### config.mk
export PLATFORM = sky130hd
export DESIGN_NAME = mult_mac_acc
export DESIGN_NICKNAME = d
export VERILOG_FILES = /design/src/rtl/mult_mac_acc.sv
export SDC_FILE = /design/constraint.sdc
export NUM_CORES = 1
export LEC_CHECK = 0
export ABC_AREA = 1
export BUFFER_PORTS_ARGS = -buffer_cell sky130_fd_sc_hd__buf_2
export CAP_MARGIN = 10
export CORE_AREA = 10 10 190 103
export CTS_BUF_LIST = sky130_fd_sc_hd__clkbuf_8
export CTS_CLUSTER_DIAMETER = 80
export DETAILED_ROUTE_END_ITERATION = 8
export DIE_AREA = 0 0 200 113
export GPL_TIMING_DRIVEN = 0
export PLACE_DENSITY = 0.81
export SLEW_MARGIN = 20
export SYNTH_ARGS = -nofsm -noshare
export SYNTH_HDL_FRONTEND = slang
export SYNTH_SLANG_ARGS = --single-unit
### constraint.sdc
create_clock -name i_clk -period 1.9 [get_ports i_clk]
set_input_delay 0 -clock i_clk [delete_from_list [all_inputs] [get_ports i_clk]]
set_output_delay 0 -clock i_clk [all_outputs]
set_load 0.01 [all_outputs]
### src/rtl/mult_mac_acc.sv
// Multiply-accumulate controller around an external pipelined 16x16 multiplier.
// A tag pipe follows each issued op, and products are summed into a 40-bit accumulator.
`timescale 1ns/1ps

module mult_mac_acc #(
    parameter int unsigned MULT_LAT = 2
) (
    input  logic        i_clk,
    input  logic        i_rstn,
    input  logic        i_valid,
    output logic        o_ready,
    input  logic        i_multa_ns,
    input  logic        i_multb_ns,
    input  logic [15:0] i_multa,
    input  logic [15:0] i_multb,
    input  logic        i_last,
    output logic        o_multa_ns,
    output logic        o_multb_ns,
    output logic [15:0] o_multa,
    output logic [15:0] o_multb,
    input  logic [31:0] i_product,
    output logic        o_acc_valid,
    input  logic        i_acc_ready,
    output logic [39:0] o_acc,
    output logic [7:0]  o_acc_cnt,
    output logic        o_acc_ovf
);

    localparam int unsigned PROD_W = 32;
    localparam int unsigned ACC_W  = 40;
    localparam int unsigned EXT_W  = ACC_W - PROD_W;
    localparam int unsigned CNT_W  = 8;
    localparam int unsigned TAG_D  = MULT_LAT + 1;

    logic [TAG_D-1:0] r_tag_v;
    logic [TAG_D-1:0] r_tag_last;
    logic [TAG_D-1:0] r_tag_sext;

    logic [ACC_W-1:0] r_acc;
    logic [CNT_W-1:0] r_cnt;
    logic             r_ovf;

    logic             w_accept;
    logic             w_blk;
    logic             w_last_in_flight;
    logic             w_retire;
    logic             w_retire_last;
    logic [ACC_W-1:0] w_ext;
    logic [ACC_W-1:0] w_sum;
    logic             w_ovf_now;
    logic [CNT_W-1:0] w_cnt_next;

    // A last op may only issue when the result slot is guaranteed free at its retire.
    assign w_last_in_flight = |(r_tag_v & r_tag_last);
    assign w_blk            = w_last_in_flight | (o_acc_valid & ~i_acc_ready);
    assign o_ready          = i_rstn & ~(i_valid & i_last & w_blk);
    assign w_accept         = i_valid & o_ready;

    assign w_retire      = r_tag_v[TAG_D-1];
    assign w_retire_last = w_retire & r_tag_last[TAG_D-1];

    assign w_ext      = r_tag_sext[TAG_D-1] ? {{EXT_W{i_product[PROD_W-1]}}, i_product}
                                            : {EXT_W'(0), i_product};
    assign w_sum      = r_acc + w_ext;
    assign w_ovf_now  = (r_acc[ACC_W-1] == w_ext[ACC_W-1]) & (w_sum[ACC_W-1] != r_acc[ACC_W-1]);
    assign w_cnt_next = (r_cnt == '1) ? r_cnt : r_cnt + CNT_W'(1);

    // Operand issue registers hold their value between accepts.
    always_ff @(posedge i_clk) begin
        if (!i_rstn) begin
            o_multa    <= '0;
            o_multb    <= '0;
            o_multa_ns <= 1'b0;
            o_multb_ns <= 1'b0;
        end else if (w_accept) begin
            o_multa    <= i_multa;
            o_multb    <= i_multb;
            o_multa_ns <= i_multa_ns;
            o_multb_ns <= i_multb_ns;
        end
    end

    // Tag pipe: index 0 is the newest entry, TAG_D-1 pairs with i_product.
    always_ff @(posedge i_clk) begin
        if (!i_rstn) begin
            r_tag_v    <= '0;
            r_tag_last <= '0;
            r_tag_sext <= '0;
        end else begin
            r_tag_v    <= {r_tag_v[TAG_D-2:0],    w_accept};
            r_tag_last <= {r_tag_last[TAG_D-2:0], w_accept & i_last};
            r_tag_sext <= {r_tag_sext[TAG_D-2:0], w_accept & (i_multa_ns | i_multb_ns)};
        end
    end

    always_ff @(posedge i_clk) begin
        if (!i_rstn) begin
            r_acc <= '0;
            r_cnt <= '0;
            r_ovf <= 1'b0;
        end else if (w_retire_last) begin
            r_acc <= '0;
            r_cnt <= '0;
            r_ovf <= 1'b0;
        end else if (w_retire) begin
            r_acc <= w_sum;
            r_cnt <= w_cnt_next;
            r_ovf <= r_ovf | w_ovf_now;
        end
    end

    // Single-entry result slot; a same-cycle reload wins over the drain.
    always_ff @(posedge i_clk) begin
        if (!i_rstn) begin
            o_acc_valid <= 1'b0;
            o_acc       <= '0;
            o_acc_cnt   <= '0;
            o_acc_ovf   <= 1'b0;
        end else if (w_retire_last) begin
            o_acc_valid <= 1'b1;
            o_acc       <= w_sum;
            o_acc_cnt   <= w_cnt_next;
            o_acc_ovf   <= r_ovf | w_ovf_now;
        end else if (i_acc_ready) begin
            o_acc_valid <= 1'b0;
        end
    end

endmodule

==> key figures <==
Outcome
  • Status: finished with violations
  • Violations in the final reports: negative setup slack

Detailed routing
  • Wire per inst: between 15 and 20 um
  • Final wirelength: 32.28 mm
  • DR iter-0 viols: roughly 1.1k
  • Post-DRT Antenna Nets: 0
  • Post-DR vias/cell: about 5.3
  • Via count: roughly 9.7k
  • # DRC: 0
  • Drt pass-1 iters: 6

Synth
  • Cell Area, Synth: 0.008317 mm2
  • Simple-gate share of the synthesized area: 0.3408
  • Unique masters post-synth: 36
  • XOR/XNOR share of the synthesized area: 0.02106
  • Synth Instances: 1340
  • Avg Cell Area, Syn: roughly 6.2 um2
  • Mux cell area share after synthesis: 0
  • EDFF count, synth: 0
  • Async set or reset register ratio after synthesis: 0
  • Seq cells post-synth: roughly 140
  • Top post-synthesis cells by area: dfxtp_1, nand2_1, inv_1
  • Yosys warns: 0
  • Post-synthesis sequential area ratio: 0.3418
  • Post-synth top flop: dfxtp_1
  • Largest family of logic cells by synthesized area: simple AND/OR/NAND/NOR gates
  • Cell taking the most area after synthesis: dfxtp_1
  • Synth Area in Compound Gates: 0.1109
  • Area fraction of the dominant cell type after synthesis: 0.3418
  • Post-Syn Nets: around 1.5k
  • Adder-cell share of the synthesized area: 0.06258

STA
  • Max frequency: around 490 MHz
  • Post-route clock skew: roughly 14 ps
  • Worst-margin pin slew: 707.4 ps
  • Fin crit share: 1.068
  • # setup viols final: 40
  • Rel. slew slack: 0.5284
  • Slew Viols, Final: 0
  • Fin. Hold Viols: 0
  • Worst Slack Setup Final: -128.4 ps
  • Crit path time final: ~2000 ps
  • RSZ-0062 raised after global routing: yes

Power and ir drop
  • Pwr/cell area: ~590 mW/mm2
  • Lkg Pwr: roughly 6.4 nW
  • Seq pwr share: 0.444
  • Clock power share: 0.360
  • Logic pwr share: 0.197
  • Pint: slightly below 5 mW
  • Sw frac: 0.3090
  • Sw Pwr: ~2.2 mW
  • Peak supply drop: ~460 uV

Worst setup path
  • Sequence of cells on the critical path: ha_4 -> fa_2 -> nand3_2 -> nand3_4 -> nand2_4 -> nand3_4 -> nand2_4 -> nand2_4 -> nand2_4 -> nand2_2 -> nand2_2 -> nand3_1 -> nand2_1 -> inv_1
  • Required time worst endpoint: about 2300 ps
  • Crit path top cell by count: nand2_4
  • CP peak stage delay: between 300 and 400 ps
  • CP endpoint kind: register
  • CP Max Fanout: 4
  • Critical Path AT: 2400 ps
  • CP bufs+invs: 1
  • Critical Path Source Type: register
  • Critical path class: register to register
  • Critical-path top delay cell: fa_2
  • CP top delay family: simple AND/OR/NAND/NOR gates

Place
  • # port buffers: about 160
  • Setup slack at placement: -549.4 ps
  • Routability Congestion: 1.004
  • Placed insts: 1722
  • Hpwl dp: between 20 and 25 mm

GRT
  • Vias in the first global route: 8991
  • All-Layer GR Usage: 0.2617
  • First-pass GRT wire length: 46.85 mm
  • Total gr overflow: 0
  • Largest net degree at the start of global routing: 17
  • Initial antenna violation count: 1

Floorplan
  • Die Height: 113 um
  • Die Span X: around 200 um
  • Die area: approximately 0.023 mm2
  • Starting Density: 0.5152
  • Std-Cell Rows: 33
  • Core area: about 0.016 mm2
  • IO Count: 156

Clock network
  • Worst-skew pair later-pin latency: around 470 ps
  • CTS tree: yes
  • Root buffer cell: clkbuf_8
  • Sink Count: approximately 140
  • Number of buffers created by CTS: 17
  • Clock-pin slew on the worst setup and hold paths: 90 ps
  • CTS H-tree depth: 4
  • Longest Clk Path Bufs: 2

Hold path
  • Min-Delay Path Class: primary input to register

Cells and area
  • Area of the multi-input gates: about 0.0059 mm2
  • Fill cells: 1230
  • Most common cell after layout, fill and taps aside: nand2_1
  • Antenna diodes: 0
  • Final net count: roughly 1.7k
  • FF+latch area: 0.002874 mm2
  • Post-layout util: 0.7380
  • Commonest cells after routing, fill and taps aside: nand2_1, inv_1, buf_2
  • Area Overhead vs Synth: 43.25%
  • Final Non-Filler Cells: 1822
  • Share of cells above drive strength 1: 0.3266

Job
  • Number of max-cap violations: 0
power groups by stage:
stage / clock, mW / combinational [mW] / sequential, mW
after global routing: 2.71 / 1.49 / 3.15
after global placement: 0 / 0.907 / 3.19
final: 2.55 / 1.40 / 3.14
after detailed placement: 0 / 0.920 / 3.19
after CTS: 2.58 / 1.11 / 3.13
after floorplan: 0 / 0.561 / 3.21
per-stage QoR:
stage	total power, mW	area (um2)	hold WS, ps	setup TNS (ps)
floorplan	3.770	8319	97.63	0
global placement	4.094	9379	197.5	-11400
detailed placement	4.110	9379	202.9	-12610
finish	7.088	11910	60.30	-2453
CTS	6.812	10890	18.41	-950.3
global route	7.352	11910	63.89	-4985
routing by layer:
layer,track usage,wire length [um],up-vias
li1,-,-,4619
met1,0.3334,13050,4461
met2,0.3987,14250,521
met3,0.1083,4262,80
met4,0.07121,709,2
met5,0,8,-
cells by family (layout without fill, tap and decap cells):
group	Yosys count	in the layout
and+or+nand+nor	702	702
AOI/OAI and AO/OA	172	172
xor gates and xnor gates	20	20
adders and majority gates	41	41
buffers and inverters	263	518
DFF	142	142
synthesized netlist by cell type (all sizes together), types with 6 or more instances:
cell type  instances
nand2            413
inv              224
nor2             195
dfxtp            142
o21ai             97
nand3             65
a21oi             54
ha                40
clkbuf            23
buf               16
xor2              16
o211ai            11
nand4              9
nor3               8
nand3b             6
cell type report:
class                      instances  share of cell area
clock inverter                    11             0.01103
clock buffer                      20             0.02310
tap                              227             0.02384
buffer                            39             0.01617
timing repair buffer             224              0.1170
inverter                         224             0.07120
multi-input combinational        935              0.4964
sequential                       142              0.2412
worst paths after layout:
path	startpoint	end	slack, ps	depth (start not counted)
hold / removal	i_product[24]	o_acc[24]$_SDFFE_PN0P_	60	5
setup / recovery	r_acc[0]$_SDFFE_PP0P_	r_acc[32]$_SDFFE_PP0P_	-130	14
setup reg to reg	r_acc[0]$_SDFFE_PP0P_	r_acc[32]$_SDFFE_PP0P_	-130	14
hold reg to reg	r_tag_sext[0]$_SDFF_PN0_	r_tag_sext[1]$_SDFF_PN0_	430	2
worst reg2reg max path: cells and delay by family, from the launching register on:
family | cells | cell delay (ps)
fa+ha+maj | 2 | 570
buf+inv | 1 | 40
flops | 1 | 340
simple gates | 11 | 1010
sequential cells by signal, summed over array words and instances (netlist names):
name / flops
o_acc: 40
o_acc_cnt: 8
o_acc_ovf: 1
o_acc_valid: 1
o_multa: 16
o_multa_ns: 1
o_multb: 16
o_multb_ns: 1
r_acc: 40
r_cnt: 8
r_ovf: 1
r_tag_last: 3
r_tag_sext: 3
r_tag_v: 3
what timing repair did:
item / CTS / global route
resized for setup: 137 / 251
endpoints found under the setup margin: 62 / 125
buffers inserted: 12 / 20
pin swaps: 26 / 64
hold buffers: 37 / 0
endpoints found under the hold margin: 39 / 0
Note: power is estimated with default switching activity, not from simulation.
